===== src/rtl/packet_chk_cmp.sv =====
// packet_chk_cmp: flags any valid byte that differs from the offset-derived payload pattern
module packet_chk_cmp (
  input  logic [15:0] off,
  input  logic [63:0] data,
  input  logic [3:0]  nb,
  output logic        mis
);
  // byte i of the beat must equal the low byte of its packet offset
  always_comb begin
    mis = 1'b0;
    for (int i = 0; i < 8; i++) mis |= (4'(i) < nb) && (data[i*8 +: 8] != 8'(off + 16'(i)));
  end
endmodule


===== config.mk =====
export PLATFORM = sky130hd
export DESIGN_NAME = packet_chk_cmp
export DESIGN_NICKNAME = d
export VERILOG_FILES = /design/src/rtl/packet_chk_cmp.sv
export SDC_FILE = /design/constraint.sdc
export NUM_CORES = 1
export LEC_CHECK = 0
export ABC_AREA = 1
export CELL_PAD_IN_SITES_DETAIL_PLACEMENT = 1
export CELL_PAD_IN_SITES_GLOBAL_PLACEMENT = 1
export CORE_MARGIN = 2
export CORE_UTILIZATION = 30
export DETAILED_ROUTE_END_ITERATION = 16
export GPL_TIMING_DRIVEN = 0
export MAX_ROUTING_LAYER = met4
export PLACE_DENSITY_LB_ADDON = 0.1
export SETUP_SLACK_MARGIN = 0.1
export SLEW_MARGIN = 15
export SYNTH_ARGS = -nofsm -noshare
export SYNTH_HDL_FRONTEND = slang
export SYNTH_SLANG_ARGS = --single-unit

===== constraint.sdc =====
create_clock -name vclk -period 3.52
set_clock_uncertainty 0.05 [all_clocks]
set_input_delay 0.528 -clock vclk [all_inputs]
set_output_delay 0.528 -clock vclk [all_outputs]
set_load 0.03 [all_outputs]

==> flow_summary.yaml, run 1 <==
status:
  status: "complete, no violations"
drt:
  vias: 2392
  met3_length_um: 157
  vias_per_cell: 4.52
  firstDrtPassIters: 4
  drt-met1-wl_um: 3050
  ant_nets: 0
  met2_length_um: 3530
  post_drt_wl_per_cell_um: 12.7
  drt_iter0_markers: 41
  drc: 0
  top_layer: "met3"
  totalWireLength_um: 6740
global_routing:
  grt-ovfl-total: 0
  grt_pass1_wl_um: 11400
  grt_antenna_before_repair: 0
  grt_use_total_pct: 19.7
  grt_max_degree: 11
  grt_pass1_vias: 2436
sta:
  fin_crit_sh_pct: 87.9
  rsz0062_at_grt: "false"
  min_period_ps: 3100
  maxSlewViolCount: 0
  finalHoldViolCount: 0
  worst_pin_slew_ps: 277
  finalSetupTns_ps: 0
  setup_viol: 0
  holdWs_ps: 1990
  slew_headroom_pct: 81.4
  fmax_ghz: 0.323
synth:
  synth_nets: 465
  yosysWarnings: 0
  syn-cell-area_sq_um: 1920
  ys_seq_area_share_pct: 0
  syn_inst: 372
  synth_area_per_cell_sq_um: 5.17
  synth_cell_types: 24
pwr:
  irDropWorstVdd_mv: 0.0440
  power.switching_w: 0.000168
  seqPwrFrac_pct: 0
  internal_power_w: 0.000177
  p_leak_nw: 1.46
  p_per_area_nw_per_um2: 120
  comb_power_share_pct: 100.0
  swShare_pct: 48.8
  power_frac_clock_pct: 0
die:
  io_pins: 85
  die_w_um: 84.1
  initial_core_util_pct: 30.7
  std_cell_rows: 29
  fp.dieH_um: 84.1
  core-area_sq_um: 6280
  die-area_sq_um: 7070
worst_setup_path:
  endpoint_kind: "output pin"
  worst_ep_required_time_ps: 2940
  worstPathCellList: "clkdlybuf4s50_1, nand2_4, nor2_8, nand2_2, nand2_1, nand2_1, nor2_2, nand3_2, nand2_1, inv_1, nor2_1, nand2_1, nand2_1, nand2_1, clkdlybuf4s15_2"
  path_max_fanout: 10
  start_kind: "input port"
  slowest_stage: "clkdlybuf4s50_1"
  criticalPathCategory: "in -> out"
  crit_top_cell: "nand2_1"
  slowest_delay_ps: 590
  critPathArrivalTime_ps: 2520
hold_path:
  hold_depth: 6
  hold_class: "in -> out"
  worstHoldStart: "nb[3]"
  hold_end: "mis"
placed_design:
  port_buffers: 77
  gp_routability_congestion: 0.830
  place_hpwl_um: 5750
flow_run:
  maxCapViolCount: 0
cells_and_area:
  seqCellArea_sq_um: 0
  seq_cells: 0
  mostFrequentLayoutCell: "nand2_1"
  antenna_cells: 0
  syn_to_final_growth_pct: 49.7
  fin_nets: 547
  drive_gt1_share_pct: 7.74
  nFillCells: 893
  multi_input_area_sq_um: 1680
  nClkBuffers: 0
  final_cell_mix: "153 x nand2_1, 72 x clkdlybuf4s50_1, 52 x inv_1"
  utilization_pct: 45.9
clock_tree:
  hold_buffers: 0
-- logic make-up after synthesis --
logic type      after synthesis  share of synthesized area [%]
buf+inv                      66                           15.0
compound gates                6                           1.56
simple gates                233                           51.2
xor+xnor                     58                           26.4
fa+ha+maj                     9                           5.85
-- Yosys cell counts, types with 3 or more instances --
library cell	count	share of area [%]
xnor2_1	38	17
xor2_1	20	9.1
buf_6	3	1.8
ha_1	9	5.9
nand2_2	4	1.3
nor2_1	41	8.0
o21ai_0	4	1.0
buf_4	5	2.0
nand3_1	21	5.5
nand2_1	153	30
inv_1	55	11
nand4_1	4	1.3
nand3b_1	4	1.6
-- area by class of cell --
cell class | instances | share of cell area [%]
Multi-Input combinational cell | 306 | 58.4
Timing Repair Buffer | 81 | 27.7
Inverter | 57 | 7.69
Tap cell | 77 | 3.34
Buffer | 8 | 2.87
-- stage by stage --
stage                     setup slack (ps)  area, sq um  std cells  total power (W)
after CTS                              179         2870        529         0.000347
after detailed placement              -604         2790        526         0.000335
after global placement                -566         2790        526         0.000328
after global routing                   197         2880        529         0.000386
after floorplan                        844         1920        372         0.000192
final                                  425         2880        529         0.000345
-- layer usage --
metal,up-vias,global-route usage (%)
met5,-,-
met4,0,0.440
met3,0,0.198
met2,35,37.4
met1,1095,24.6
li1,1262,-
-- power groups by stage --
stage               clock [W]  sequential [W]  combinational [W]
finish                      0               0           0.000345
global route                0               0           0.000386
CTS                         0               0           0.000347
detailed placement          0               0           0.000335
global placement            0               0           0.000328
floorplan                   0               0           0.000192
-- worst max path at each step --
| stage | depth (start not counted) | startpoint | slack [ps] | end |
|---|---|---|---|---|
| global route | 15 | off[4] | 200 | mis |
| CTS | 16 | off[3] | 180 | mis |
| global placement | 19 | off[1] | -570 | mis |
| detailed placement | 19 | off[1] | -600 | mis |
| floorplan | 17 | off[1] | 840 | mis |
| finish | 15 | off[4] | 420 | mis |
-- worst max-delay path, delay by kind of cell --
kind                   cells  cell delay (ps)
buffers and inverters      3              900
and+or+nand+nor           12             1090
-- timing repair --
action                                 CTS  global route
setup endpoints to repair                1             1
resized for setup                       17             9
buffers inserted                         4             0
endpoints found under the hold margin    0             0
Power figures use the tool's default switching activity.
==> run 2, diff against run 1 <==
- CORE_MARGIN: 2 -> unset
==> flow_summary.yaml, run 2 (synthesis results as in run 1) <==
cells_and_area:
  nClkBuffers: 0
  nFillCells: 860
  syn_to_final_growth_pct: 48.0
  final_cells: 529
  mostFrequentLayoutCell: "nand2_1"
  drive_gt1_share_pct: 6.83
  final_cell_mix: "153 x nand2_1, 73 x clkdlybuf4s50_1, 52 x inv_1"
  seq_cells: 0
  antenna_cells: 0
  fin_nets: 549
  seqCellArea_sq_um: 0
worst_setup_path:
  endpoint_kind: "output pin"
  path_max_fanout: 10
  criticalPathCategory: "in -> out"
  start_kind: "input port"
  worst_ep_required_time_ps: 2940
  critPathArrivalTime_ps: 2710
global_routing:
  grt_pass1_wl_um: 10900
  grt_pass1_vias: 2430
  grt-ovfl-total: 0
  grt_use_total_pct: 21.8
  grt_antenna_before_repair: 0
  grt_max_degree: 11
placed_design:
  gp_routability_congestion: 0.799
  post-place-ws_ps: -605
  port_buffers: 77
  dp.cells: 524
  place_hpwl_um: 5840
pwr:
  totalPowerFinal_w: 0.000344
  p_per_area_nw_per_um2: 121
  power_frac_clock_pct: 0
  p_leak_nw: 1.45
  power.switching_w: 0.000170
  internal_power_w: 0.000174
  seqPwrFrac_pct: 0
  swShare_pct: 49.5
  comb_power_share_pct: 100.0
  irDropWorstVdd_mv: 0.0509
drt:
  drt_iter0_markers: 36
  totalWireLength_um: 7070
  vias: 2455
  drc: 0
  firstDrtPassIters: 4
  vias_per_cell: 4.64
  post_drt_wl_per_cell_um: 13.4
  ant_nets: 0
die:
  io_pins: 85
  die_w_um: 82.1
  core-area_sq_um: 6060
  std_cell_rows: 28
  die-area_sq_um: 6740
  fp.dieH_um: 82.1
  initial_core_util_pct: 31.8
sta:
  rsz0062_at_grt: "false"
  worst_pin_slew_ps: 300
  fmax_ghz: 0.304
  maxSlewViolCount: 0
  finalHoldViolCount: 0
  min_period_ps: 3280
  slew_headroom_pct: 80.0
  setup_ws_ps: 235
  setup_viol: 0
  fin_crit_sh_pct: 93.3
hold_path:
  hold_end: "mis"
  hold_depth: 6
  worstHoldStart: "nb[2]"
  hold_class: "in -> out"
flow_run:
  maxCapViolCount: 0
status:
  status: "complete, no violations"
-- run 2: worst max-delay path by stage --
stage                       from  endpoint  slack (ps)  cells past startpoint
final                     off[3]       mis         240                     13
after global routing      off[3]       mis         100                     13
after CTS                 off[3]       mis         170                     16
after detailed placement  off[1]       mis        -610                     19
after global placement    off[1]       mis        -570                     19
after floorplan           off[1]       mis         840                     17
-- run 2: timing repair --
action / in CTS / in global routing
hold buffers: 0 / 0
endpoints found under the setup margin: 1 / 1
setup buffers: 4 / 0
resized for setup: 11 / 7
cloned: 0 / 1
pin swaps: 0 / 1
-- run 2: cell type report --
cell class                      instances  area (sq um)  share of cell area, %
Multi-Input combinational cell        307          1660                   58.2
Timing Repair Buffer                   81           791                   27.8
Inverter                               57           221                   7.77
Tap cell                               75          93.8                   3.29
Buffer                                  9          83.8                   2.94
-- run 2: critical path: stages --
cell and delay, ps:
clkdlybuf4s50_1 560, buf_6 230, nand2_4 150, inv_2 130, nand2_1 90, xor2_1 170
nor2_1 110, nand4_1 170, nand2_1 90, inv_1 40, nor2_1 90, nand2_1 60
clkdlybuf4s15_2 280
-- run 2: layer usage --
metal	up-vias	track usage [%]	part of all wire (%)
li1	1269	-	-
met1	1140	26.2	46
met2	44	42.3	52
met3	2	0	2.5
met4	0	1.05	0.30
met5	-	-	0
-- run 2: through the flow --
stage	utilization [%]	hold WS [ps]	cell area, sq um	TNS (ps)
2_1_floorplan	-	1340	1920	0
3_3_place_gp	46.0	2320	2790	-574
3_5_place_dp	46.0	2320	2790	-605
4_1_cts	46.7	2010	2830	0
5_1_grt	47.0	2080	2850	0
6_report	47.0	1990	2850	0
-- run 2: power groups by stage --
stage / sequential [W] / combinational, W / clock, W
floorplan: 0 / 0.000192 / 0
global placement: 0 / 0.000327 / 0
detailed placement: 0 / 0.000336 / 0
CTS: 0 / 0.000343 / 0
global route: 0 / 0.000381 / 0
finish: 0 / 0.000344 / 0
